[config.mk]
export PLATFORM = sky130hd
export DESIGN_NAME = fft_agu_seq_flat
export DESIGN_NICKNAME = d
export VERILOG_FILES = /design/src/rtl/fft_agu_seq_if.sv /design/src/rtl/fft_agu_seq.sv /design/src/flat_wrapper.sv
export SDC_FILE = /design/constraint.sdc
export NUM_CORES = 1
export LEC_CHECK = 0
export BUFFER_PORTS_ARGS = -buffer_cell sky130_fd_sc_hd__buf_2
export CAP_MARGIN = 0
export CORE_UTILIZATION = 35
export DETAILED_ROUTE_END_ITERATION = 6
export PLACE_DENSITY = 0.57
export SLEW_MARGIN = 20
export SYNTH_ARGS = -nofsm -noshare
export SYNTH_HDL_FRONTEND = slang
export SYNTH_SLANG_ARGS = --single-unit
export TNS_END_PERCENT = 50
[constraint.sdc]
create_clock -name clk -period 6.4 [get_ports clk]
set_input_delay 1.28 -clock clk [delete_from_list [all_inputs] [get_ports clk]]
set_output_delay 1.28 -clock clk [all_outputs]
set_load 0.05 [all_outputs]
[src/rtl/fft_agu_seq_if.sv]
// fft_agu_seq_if: bundle between the FFT AGU sequencer and its surroundings
// (address calculator, operand memory, controller).
//   master : the sequencer (fft_agu_seq)
//   slave  : controller / address calculator / memory side
// Signals:
//   start              request a transform (sampled in IDLE only)
//   adr_A_in, adr_B_in butterfly addresses returned by the address calculator
//   level, index       current butterfly coordinates to the address calculator
//   rd_en              read both operands this cycle
//   wr_en, wr_adr_A/B  write-back strobe and addresses
//   busy, done         status
//   pause              stall request, present only with FFT_AGU_PAUSE_EN
interface fft_agu_seq_if #(
  parameter int unsigned M = 9
);
  logic         start;
  logic [M-1:0] adr_A_in;
  logic [M-1:0] adr_B_in;
  logic [M-1:0] level;
  logic [M-1:0] index;
  logic         rd_en;
  logic         wr_en;
  logic [M-1:0] wr_adr_A;
  logic [M-1:0] wr_adr_B;
  logic         busy;
  logic         done;
`ifdef FFT_AGU_PAUSE_EN
  logic         pause;

  modport master (
    input  start, adr_A_in, adr_B_in, pause,
    output level, index, rd_en, wr_en, wr_adr_A, wr_adr_B, busy, done
  );
  modport slave (
    output start, adr_A_in, adr_B_in, pause,
    input  level, index, rd_en, wr_en, wr_adr_A, wr_adr_B, busy, done
  );
`else
  modport master (
    input  start, adr_A_in, adr_B_in,
    output level, index, rd_en, wr_en, wr_adr_A, wr_adr_B, busy, done
  );
  modport slave (
    output start, adr_A_in, adr_B_in,
    input  level, index, rd_en, wr_en, wr_adr_A, wr_adr_B, busy, done
  );
`endif
endinterface

[src/rtl/fft_agu_seq.sv]
// fft_agu_seq: sequencer for an in-place radix-2 FFT address generation unit.
// Walks level 0..M-1 and index 0..N/2-1, presents them to the combinational
// address calculator, reads the operands, and replays the returned addresses
// BFLY_LAT cycles later as write-back addresses. After each level the read
// side idles for BFLY_LAT cycles so no read of the next level overtakes a
// pending write of the current one.
// Parameters: M (log2 FFT size), BFLY_LAT (butterfly latency, 1..4).
// Ports:
//   clk    rising-edge clock
//   reset  synchronous, active-high
//   bus    fft_agu_seq_if master modport (see interface file)
// Build option: FFT_AGU_PAUSE_EN adds bus.pause, which freezes the FSM,
// counters, drain counter and write pipe and masks rd_en/wr_en/done.
module fft_agu_seq #(
  parameter int unsigned M        = 9,
  parameter int unsigned BFLY_LAT = 2
) (
  input logic           clk,
  input logic           reset,
  fft_agu_seq_if.master bus
);

  typedef enum logic [1:0] {
    S_IDLE,
    S_RUN,
    S_DRAIN,
    S_DONE
  } state_t;

  localparam logic [M-1:0] IDX_LAST   = M'((1 << (M - 1)) - 1);
  localparam logic [M-1:0] LVL_LAST   = M'(M - 1);
  localparam logic [M-1:0] ONE        = M'(1);
  localparam logic [2:0]   DRAIN_LAST = 3'(BFLY_LAT - 1);

  state_t       r_state, w_state_nxt;
  logic [M-1:0] r_level, w_level_nxt;
  logic [M-1:0] r_index, w_index_nxt;
  logic [2:0]   r_drain, w_drain_nxt;
  logic         w_rd;
  logic         w_done;
  logic         w_stall;

  // Write pipe: stage 0 captures this cycle's read, last stage drives the write.
  logic         r_pv [BFLY_LAT];
  logic [M-1:0] r_pa [BFLY_LAT];
  logic [M-1:0] r_pb [BFLY_LAT];

`ifdef FFT_AGU_PAUSE_EN
  // Pause never blocks a start request taken in IDLE.
  assign w_stall = bus.pause && (r_state != S_IDLE);
`else
  assign w_stall = 1'b0;
`endif

  always_comb begin
    w_state_nxt = r_state;
    w_level_nxt = r_level;
    w_index_nxt = r_index;
    w_drain_nxt = r_drain;
    w_rd        = 1'b0;
    w_done      = 1'b0;
    unique case (r_state)
      S_IDLE: begin
        if (bus.start) begin
          w_state_nxt = S_RUN;
          w_level_nxt = '0;
          w_index_nxt = '0;
        end
      end
      S_RUN: begin
        w_rd = 1'b1;
        if (r_index == IDX_LAST) begin
          w_state_nxt = S_DRAIN;
          w_drain_nxt = '0;
        end else begin
          w_index_nxt = r_index + ONE;
        end
      end
      S_DRAIN: begin
        if (r_drain == DRAIN_LAST) begin
          if (r_level < LVL_LAST) begin
            w_state_nxt = S_RUN;
            w_level_nxt = r_level + ONE;
            w_index_nxt = '0;
          end else begin
            w_state_nxt = S_DONE;
          end
        end else begin
          w_drain_nxt = r_drain + 3'd1;
        end
      end
      S_DONE: begin
        w_done      = 1'b1;
        w_state_nxt = S_IDLE;
        w_level_nxt = '0;
        w_index_nxt = '0;
      end
      default: w_state_nxt = S_IDLE;
    endcase
    // A stalled cycle freezes everything and issues no strobes.
    if (w_stall) begin
      w_state_nxt = r_state;
      w_level_nxt = r_level;
      w_index_nxt = r_index;
      w_drain_nxt = r_drain;
      w_rd        = 1'b0;
      w_done      = 1'b0;
    end
  end

  always_ff @(posedge clk) begin
    if (reset) begin
      r_state <= S_IDLE;
      r_level <= '0;
      r_index <= '0;
      r_drain <= '0;
    end else begin
      r_state <= w_state_nxt;
      r_level <= w_level_nxt;
      r_index <= w_index_nxt;
      r_drain <= w_drain_nxt;
    end
  end

  always_ff @(posedge clk) begin
    if (reset) begin
      for (int unsigned k = 0; k < BFLY_LAT; k++) begin
        r_pv[k] <= 1'b0;
        r_pa[k] <= '0;
        r_pb[k] <= '0;
      end
    end else if (!w_stall) begin
      r_pv[0] <= w_rd;
      r_pa[0] <= bus.adr_A_in;
      r_pb[0] <= bus.adr_B_in;
      for (int unsigned k = 1; k < BFLY_LAT; k++) begin
        r_pv[k] <= r_pv[k-1];
        r_pa[k] <= r_pa[k-1];
        r_pb[k] <= r_pb[k-1];
      end
    end
  end

  assign bus.level    = r_level;
  assign bus.index    = r_index;
  assign bus.rd_en    = w_rd;
  assign bus.wr_en    = r_pv[BFLY_LAT-1] && !w_stall;
  assign bus.wr_adr_A = r_pa[BFLY_LAT-1];
  assign bus.wr_adr_B = r_pb[BFLY_LAT-1];
  assign bus.busy     = (r_state != S_IDLE);
  assign bus.done     = w_done;

endmodule

[src/flat_wrapper.sv]
// flat-port wrapper written by rule: the top's interface ports become plain ports
module fft_agu_seq_flat 
#(
  parameter int unsigned M        = 9,
  parameter int unsigned BFLY_LAT = 2
)
  (clk, reset, bus_start, bus_adr_A_in, bus_adr_B_in, bus_level, bus_index, bus_rd_en, bus_wr_en, bus_wr_adr_A, bus_wr_adr_B, bus_busy, bus_done);
  fft_agu_seq_if #(.M(M)) bus_i ();
  input logic clk;
  input logic reset;
  input wire logic [$bits(bus_i.start)-1:0] bus_start;
  input wire logic [$bits(bus_i.adr_A_in)-1:0] bus_adr_A_in;
  input wire logic [$bits(bus_i.adr_B_in)-1:0] bus_adr_B_in;
  output wire logic [$bits(bus_i.level)-1:0] bus_level;
  output wire logic [$bits(bus_i.index)-1:0] bus_index;
  output wire logic [$bits(bus_i.rd_en)-1:0] bus_rd_en;
  output wire logic [$bits(bus_i.wr_en)-1:0] bus_wr_en;
  output wire logic [$bits(bus_i.wr_adr_A)-1:0] bus_wr_adr_A;
  output wire logic [$bits(bus_i.wr_adr_B)-1:0] bus_wr_adr_B;
  output wire logic [$bits(bus_i.busy)-1:0] bus_busy;
  output wire logic [$bits(bus_i.done)-1:0] bus_done;
  assign bus_i.start = bus_start;
  assign bus_i.adr_A_in = bus_adr_A_in;
  assign bus_i.adr_B_in = bus_adr_B_in;
  assign bus_level = bus_i.level;
  assign bus_index = bus_i.index;
  assign bus_rd_en = bus_i.rd_en;
  assign bus_wr_en = bus_i.wr_en;
  assign bus_wr_adr_A = bus_i.wr_adr_A;
  assign bus_wr_adr_B = bus_i.wr_adr_B;
  assign bus_busy = bus_i.busy;
  assign bus_done = bus_i.done;
  fft_agu_seq #(.M(M), .BFLY_LAT(BFLY_LAT)) u_core (.clk(clk), .reset(reset), .bus(bus_i));
endmodule
# Yosys cells after proc, flatten, opt, wreduce, memory -nomap -nowiden
# Memory sizes are Yosys's and may differ from the RTL's.
# Cells that the tools add are included.
# word_totals
ff_bits	23
latch_bits	0
mem_bits_rw	38
romBits	0
output_inout_bits	40
n_memories	3
# op_classes
add_sub_neg	3
multipliers	0
div	0
magnitude_cmp	1
n_eq_ne	11
shift	0
n_mux	27
bitwise	6
n_reduce_logical	8
# memory_table
memory	words	word_bits	rd	rd_clocked_by_memory_dff	write_ports	line	rtl
u_core.r_pa	2	9	2	0	2	fft_agu_seq.sv:45	logic [M-1:0] r_pa [BFLY_LAT];
u_core.r_pb	2	9	2	0	2	fft_agu_seq.sv:46	logic [M-1:0] r_pb [BFLY_LAT];
u_core.r_pv	2	1	2	0	2	fft_agu_seq.sv:44	logic r_pv [BFLY_LAT];
# ops
op	n
$mux W9	10
$pmux W9 S4	1
$pmux W9 S3	1
$add A9 B1 Y9 const B	2
$eq A9 B8 Y1 const B	1
$lt A9 B4 Y1 const B	1
$mux W2	4
$pmux W2 S4	1
$reduce_and A4 Y1	2
$mux W1	7
$mux W3	2
$ne A2 B1 Y1 const B	3
$ne A2 B2 Y1 const B	3
$or A1 B1 Y1	6
$pmux W3 S2	1
$reduce_and A3 Y1	2
$eq A2 B2 Y1 const B	2
$reduce_bool A2 Y1	2
$add A3 B1 Y3 const B	1
$eq A3 B1 Y1 const B	1
$reduce_bool A3 Y1	1
$eq A2 B1 Y1 const B	1
$logic_not A2 Y1	1

# Depth between registers and ports, before layout
# Gate-level depths: netlist of run 1.
# depth
ltp_word	4
mapped_depth	8
ltp_nobuf	7

# Worst setup path after synthesis of run 1
# Ideal clock, no wire load.
# synth_path
kind	input to register
startpoint	in bus_start
endpoint	reg u_core.r_index[7] (netlist: u_core.bus.index[7])
setup_ns	0.070
t_arrival_ns	2.326
slack_ns	4.004
cell_stages	5
path_buffers	1
cell_sequence	nor2b_1 -> nor3_1 -> clkbuf_1 -> or4_1 -> a21oi_1
# synth_via
elab_chain_cells	2
# synth_lines
item	line	rtl
start, declared	flat_wrapper.sv:11	input wire logic [$bits(bus_i.start)-1:0] bus_start;
$ne A2 B2 Y1 (no source line)	-	
$reduce_and A4 Y1 (no source line)	-	
end signal, assigned	fft_agu_seq.sv:120	r_index <= w_index_nxt;
end, declared	fft_agu_seq.sv:37	logic [M-1:0] r_index, w_index_nxt;
# Every way passes these cells.
# A chain may end at the register's enable or synchronous reset.

# Final worst setup path of run 1
# layout_path
startpoint	reg u_core.r_state[1]
endpoint	out bus_rd_en
# layout_via
elab_chain_cells	2
# layout_lines
item	line	rtl
start, declared	fft_agu_seq.sv:35	state_t r_state, w_state_nxt;
start signal, assigned	fft_agu_seq.sv:118	r_state <= w_state_nxt;
$eq A2 B1 Y1	fft_agu_seq.sv:62	unique case (r_state)
$mux W1	fft_agu_seq.sv:62	
end, declared	flat_wrapper.sv:16	output wire logic [$bits(bus_i.rd_en)-1:0] bus_rd_en;
# Every way passes these cells.

==> results.md, run 1 <==
- Type of origin of the critical path: register
- Layout cell share with drive strength beyond 1: a little under a third
- Unrepaired setup endpoints after global routing: no
- FFs w/ async S/R, synth: 0%
- Hold EP: u_core.r_pa[0][16]
- Clock transition at path regs: 70 ps
- First-pass GRT wire length: ~7100 µm
- Crit path kind: reg -> out
- Setup_tns: 0 ps
- Post-CTS setup buffers: 0
- Crit path DAT: between 1500 and 2000 ps
- GR Util All Layers: roughly an eighth
- Commonest register cell after synthesis: dfxtp_1
- Max clock buf depth: 2
- GR met1 Demand/Resource: between 10% and 20%
- Final hold violations: 0
- WP data required: 5120 ps
- EDFF count, synth: 0
- Hold Startpoint: u_core.r_pa[0][7]
- Grt ovf: 0
- Drt total wl: 4150 µm
- Crit path cell chain: nand2b_1 -> inv_1 -> buf_2
- HPWL Detailed: roughly 2700 µm
- Residual DRC: 0
- Slowest CP cell: dfxtp_1
- Post-Syn Nets: between 200 and 300
- N_diodes: 0
- FF-to-FF Start: u_core.bus.index[0]
- Commonest non-fill, non-tap cells in the layout: dfxtp_1 (61), buf_2 (60), nor2b_1 (41)
- Reg2reg path depth: 8
- Commonest non-fill, non-tap cell in the layout: dfxtp_1
- Met2 global-route usage: about 20%
- Cts repair resizes: 0
- Met3 GRT Util: under 10%
- CTS Hold Bufs: 0
- Core footprint: 0.00639 mm²
- Synth Register Bits: a little over 60
- Cell variety after synth: 42
- Clock Sinks: 61
- Vias: between 1500 and 2000
- Synth top area cells: dfxtp_1 (53%), nor2b_1 (11%), buf_4 (5.8%)
- Synth Instances: ~230
- Area delta synth->final: 18.4%
- Worst hold path class: reg -> reg
- Final setup viols: 0
- Total iterations of the first detailed-routing run: 4
- Leak: ~1.2 nW
- FF-to-FF End: u_core.bus.index[5]
- Drt via density: ~4.6
- Area leader, netlist: dfxtp_1
- Final min period: roughly 2900 ps
- Fill count: roughly 640
- Syn Std Cell Area: roughly 0.0023 mm²
- Mean Syn Cell Area: 10.2 µm²
- Cell area after layout: around 0.0027 mm²
- Max-slew headroom: between 40% and 50%
- Pwr dens: 306 mW/mm²
- Gp weighted congestion: between 0.7 and 0.8
- Global-route layer with the greatest usage: met2
- Final period utilization: roughly 45%
- Vias in the first global route: roughly 1500
- Post-route ant nets: 0
- Count of boundary I/O pins: between 60 and 70
- Detailed Route Iter0 Violations: 41
- Num rows: 29
- Chip Height: between 80 and 90 µm
- Setup slack, reg-to-reg: about 4100 ps
- Clock latency at the later pin of the worst-skew pair: 330 ps
- Starting Density: 36.3%
- Port buffer count: 60
- Initial antenna violation count: 0
- Status: finished, final reports clean
- Number of nets in the layout: around 300
- Crit path max fanout: 14
- F_max: roughly 350 MHz
- Die area: 0.00696 mm²
- Critical path buffer and inverter count: 2
- Pin count of the biggest net entering global routing: between 50 and 60
- Total of max-cap violations: 0
- Clock buffer count from CTS: 9
- Critical Path Sink Type: primary output
- Peak supply drop: approximately 190 µV
- CTS tree: done
- Pins Over Slew Limit: 0
- Crit path max-delay family: flip-flops
- CP max stage delay: roughly 580 ps
- Hold Path Stages: 1
- Max Clock Skew: 4.79 ps
- Htree depth: 3
- Placement-stage cell area: approximately 0.0025 mm²
- Post-synth top area share: a little over half
- Sequential area share after synthesis: 52.6%
- Die W: approximately 83 µm
- Worst-margin pin slew: 869 ps
- Wirelength per Cell: approximately 12 µm
- Root Driver: clkbuf_8
- Yosys synthesis warning count: 0
## synth_stat cells (3+ instances only)
cell	n
a21oi_1	13
and2_1	6
buf_4	18
clkbuf_1	7
dfxtp_1	61
ha_1	5
inv_1	5
nand2_1	3
nand2b_1	3
nand3_1	5
nor2_1	8
nor2b_1	41
nor3_1	6
o21ai_0	4
o31ai_1	5
or4_1	4
## worst reg2reg max path, stage by stage (launching register included)
cell and delay, ps:
dfxtp_1 370, ha_1 300, and4_1 220, ha_1 260, nor2b_1 170, nor3_1 60, buf_4 200, or4b_1 470
a21oi_1 150
## flip-flops by register name, indices dropped and copies added (netlist names)
name	flops
u_core.r_pb	18
u_core.r_state	2
u_core.bus.level	9
u_core.r_pa	18
u_core.bus.index	9
u_core.r_drain	3
u_core.r_pv	2
## routing by layer
metal  vias up  wire length, µm
met1       736             1910
met2        46             1910
met3         9              229
met4         0               99
met5         -                0
li1        852                -
## kinds of logic (layout without fill, tap and decap cells)
logic type	Yosys count	in the layout	synth area share (%)
AO/OA/AOI/OAI	35	35	9.71
XOR/XNOR	2	2	0.755
adder cells (fa/ha/maj)	5	5	2.70
buffers and inverters	32	82	8.47
flip-flops	61	61	52.6
AND/OR/NAND/NOR	93	93	25.7
## where the power goes
group	leakage, nW	switching, mW	internal [mW]
Combinational	0.609	0.0652	0.0311
Sequential	0.500	0.0100	0.395
Clock	0.0943	0.149	0.189
## per-stage QoR
step	hold slack (ps)	setup WS, ps	power [mW]	std cells	util [%]
global route	450	3420	0.878	355	43.0
finish	434	3520	0.839	355	43.0
detailed placement	420	3730	0.510	339	39.9
floorplan	414	4000	0.492	228	-
CTS	436	3520	0.851	355	43.0
global placement	418	3790	0.509	339	39.9
## worst max-delay path by stage
stage | start | endpoint | slack [ps] | depth (start not counted)
floorplan | bus_start | u_core.bus.index[7] | 4000 | 5
global placement | bus_start | u_core.bus.index[3] | 3790 | 6
detailed placement | reset | u_core.bus.level[0] | 3730 | 4
CTS | u_core.r_state[1] | bus_rd_en | 3520 | 3
global route | u_core.r_state[1] | bus_rd_en | 3420 | 3
finish | u_core.r_state[1] | bus_rd_en | 3520 | 3
## cell type report
type,instances,area (µm²),share of cell area [%]
Clock inverter,6,62.6,2.28
Tap cell,77,96.3,3.51
Timing Repair Buffer,61,308,11.2
Multi-Input combinational cell,135,902,32.8
Sequential cell,61,1220,44.5
Clock buffer,10,138,5.01
Inverter,5,18.8,0.683
Note: power is estimated with default switching activity, not from simulation.
==> run 2, diff against run 1 <==
PLACE_DENSITY = 0.59   (was 0.57)
clock period = 2.5 ns   (was 6.4 ns; I/O delays follow)
==> results.md, run 2 (same netlist as run 1, synthesis figures left out) <==
- Total iterations of the first detailed-routing run: 4
- Final setup viols: 0
- Critical Path Sink Type: register
- Max-slew headroom: between 50% and 60%
- Sw frac: 27.1%
- Final cell count without fillers: 357
- Pwr dens: 783 mW/mm²
- Count of boundary I/O pins: 61
- Clock latency at the later pin of the worst-skew pair: between 300 and 400 ps
- Initial antenna violation count: 0
- Vias in the first global route: about 1500
- Num rows: 29
- Final hold violations: 0
- Root Driver: clkbuf_8
- CTS Hold Bufs: 0
- Largest regs: u_core.r_pa x18, u_core.r_pb x18
- Post-CTS setup buffers: 0
- HPWL Detailed: roughly 2900 µm
- Max clock buf depth: 2
- Fin util: between 40% and 50%
- Setup_tns: 0 ps
- Psw: just under 600 µW
- Total of max-cap violations: 0
- WP data required: roughly 2800 ps
- Grt ovf: 0
- Tot Pwr: between 2 and 2.5 mW
- Htree depth: 3
- Placement-stage cell area: 0.00256 mm²
- Clock transition at path regs: around 70 ps
- Post-route ant nets: 0
- Drt via density: 4.71
- Peak supply drop: between 400 and 500 µV
- Gate power share: between 10% and 20%
- Slowest CP cell: or4b_1
- First-pass GRT wire length: 7100 µm
- Cell area after layout: ~0.0028 mm²
- Vias: between 1500 and 2000
- Worst path most repeated cell: ha_1
- Clock buffer count from CTS: 9
- Residual DRC: 0
- Worst hold path class: in -> reg
- Power Internal: 1.58 mW
- Crit path max fanout: 14
- Pins Over Slew Limit: 0
- Leak: about 1.2 nW
- Crit path DAT: 2490 ps
- Core footprint: about 0.0064 mm²
- Cts repair resizes: 0
- Drt total wl: between 4000 and 5000 µm
- Gp weighted congestion: 0.818
- Final min period: approximately 2200 ps
- Pin count of the biggest net entering global routing: 51
- Area delta synth->final: 19.0%
- Max Clock Skew: approximately 7.8 ps
- N_diodes: 0
- Commonest non-fill, non-tap cells in the layout: dfxtp_1 (61), buf_2 (60), nor2b_1 (41)
- Die W: approximately 83 µm
- Layout cell share with drive strength beyond 1: a little over 30%
- Clk pwr share: approximately two fifths
- Reg power frac: roughly 48%
- Starting Density: about 36%
- Type of origin of the critical path: register
- Detailed Route Iter0 Violations: 40
- Die area: 0.00696 mm²
- CTS tree: done
- GR Util All Layers: between 10% and 20%
- Unrepaired setup endpoints after global routing: no
- Worst-margin pin slew: just under 600 ps
- Crit path kind: reg -> reg
- CP max stage delay: 460 ps
- Chip Height: about 83 µm
- Clock Sinks: slightly above 60
- Placed Cells: around 340
- Port buffer count: 60
- Number of nets in the layout: 301
- F_max: approximately 450 MHz
- Status: finished, final reports clean
- Commonest non-fill, non-tap cell in the layout: dfxtp_1
- Crit path cell chain: ha_1 -> and4_1 -> ha_1 -> nor2b_1 -> nor3_1 -> buf_4 -> or4b_1 -> a21oi_1
- Wirelength per Cell: 12.1 µm
- Final period utilization: approximately nine tenths
-- run 2: cell types whose count changed in the layout (fill, tap and decap cells not counted) --
cell,change
buf_4,+2
-- run 2: stage by stage --
stage	setup slack (ps)	hold WS [ps]
finish	273	373
global route	129	361
CTS	271	361
floorplan	145	414
global placement	373	415
detailed placement	275	423
-- run 2: per-layer routing --
layer	track usage (%)	up-vias	part of all wire [%]
li1	-	857	-
met1	15.9	766	46
met2	19.7	47	45
met3	4.47	11	5.5
met4	9.09	0	2.5
met5	0	-	0
-- run 2: worst max-delay path: cells and delay by family (launching register included) --
kind	cells	cell delay, ps
compound gates	1	150
fa+ha+maj	2	540
buf+inv	1	200
flops	1	370
simple gates	4	900
-- run 2: layout make-up --
| cell class | instances | area [µm²] |
|---|---|---|
| multi-input cells | 135 | 902 |
| well taps | 77 | 96.3 |
| flip-flops and latches | 61 | 1220 |
| inverters | 5 | 18.8 |
| clock buffers | 10 | 138 |
| fillers | 656 | 3620 |
| repair buffers | 63 | 323 |
| clock inverters | 6 | 62.6 |
-- run 2: power by group through the flow --
stage	combinational [mW]	clock (mW)	sequential [mW]
2_1_floorplan	0.193	0	1.06
3_3_place_gp	0.251	0	1.06
3_5_place_dp	0.251	0	1.06
4_1_cts	0.252	0.899	1.04
5_1_grt	0.271	0.941	1.04
6_report	0.249	0.875	1.04
-- run 2: path summary, 6_finish.rpt --
kind | from | end | slack (ps) | depth (start not counted)
hold reg to reg | u_core.r_pa[0][2] | u_core.r_pa[0][11] | 430 | 1
hold / removal | bus_adr_A_in[3] | u_core.r_pa[0][3] | 370 | 2
setup / recovery | u_core.bus.index[0] | u_core.bus.index[5] | 270 | 8
setup reg to reg | u_core.bus.index[0] | u_core.bus.index[5] | 270 | 8
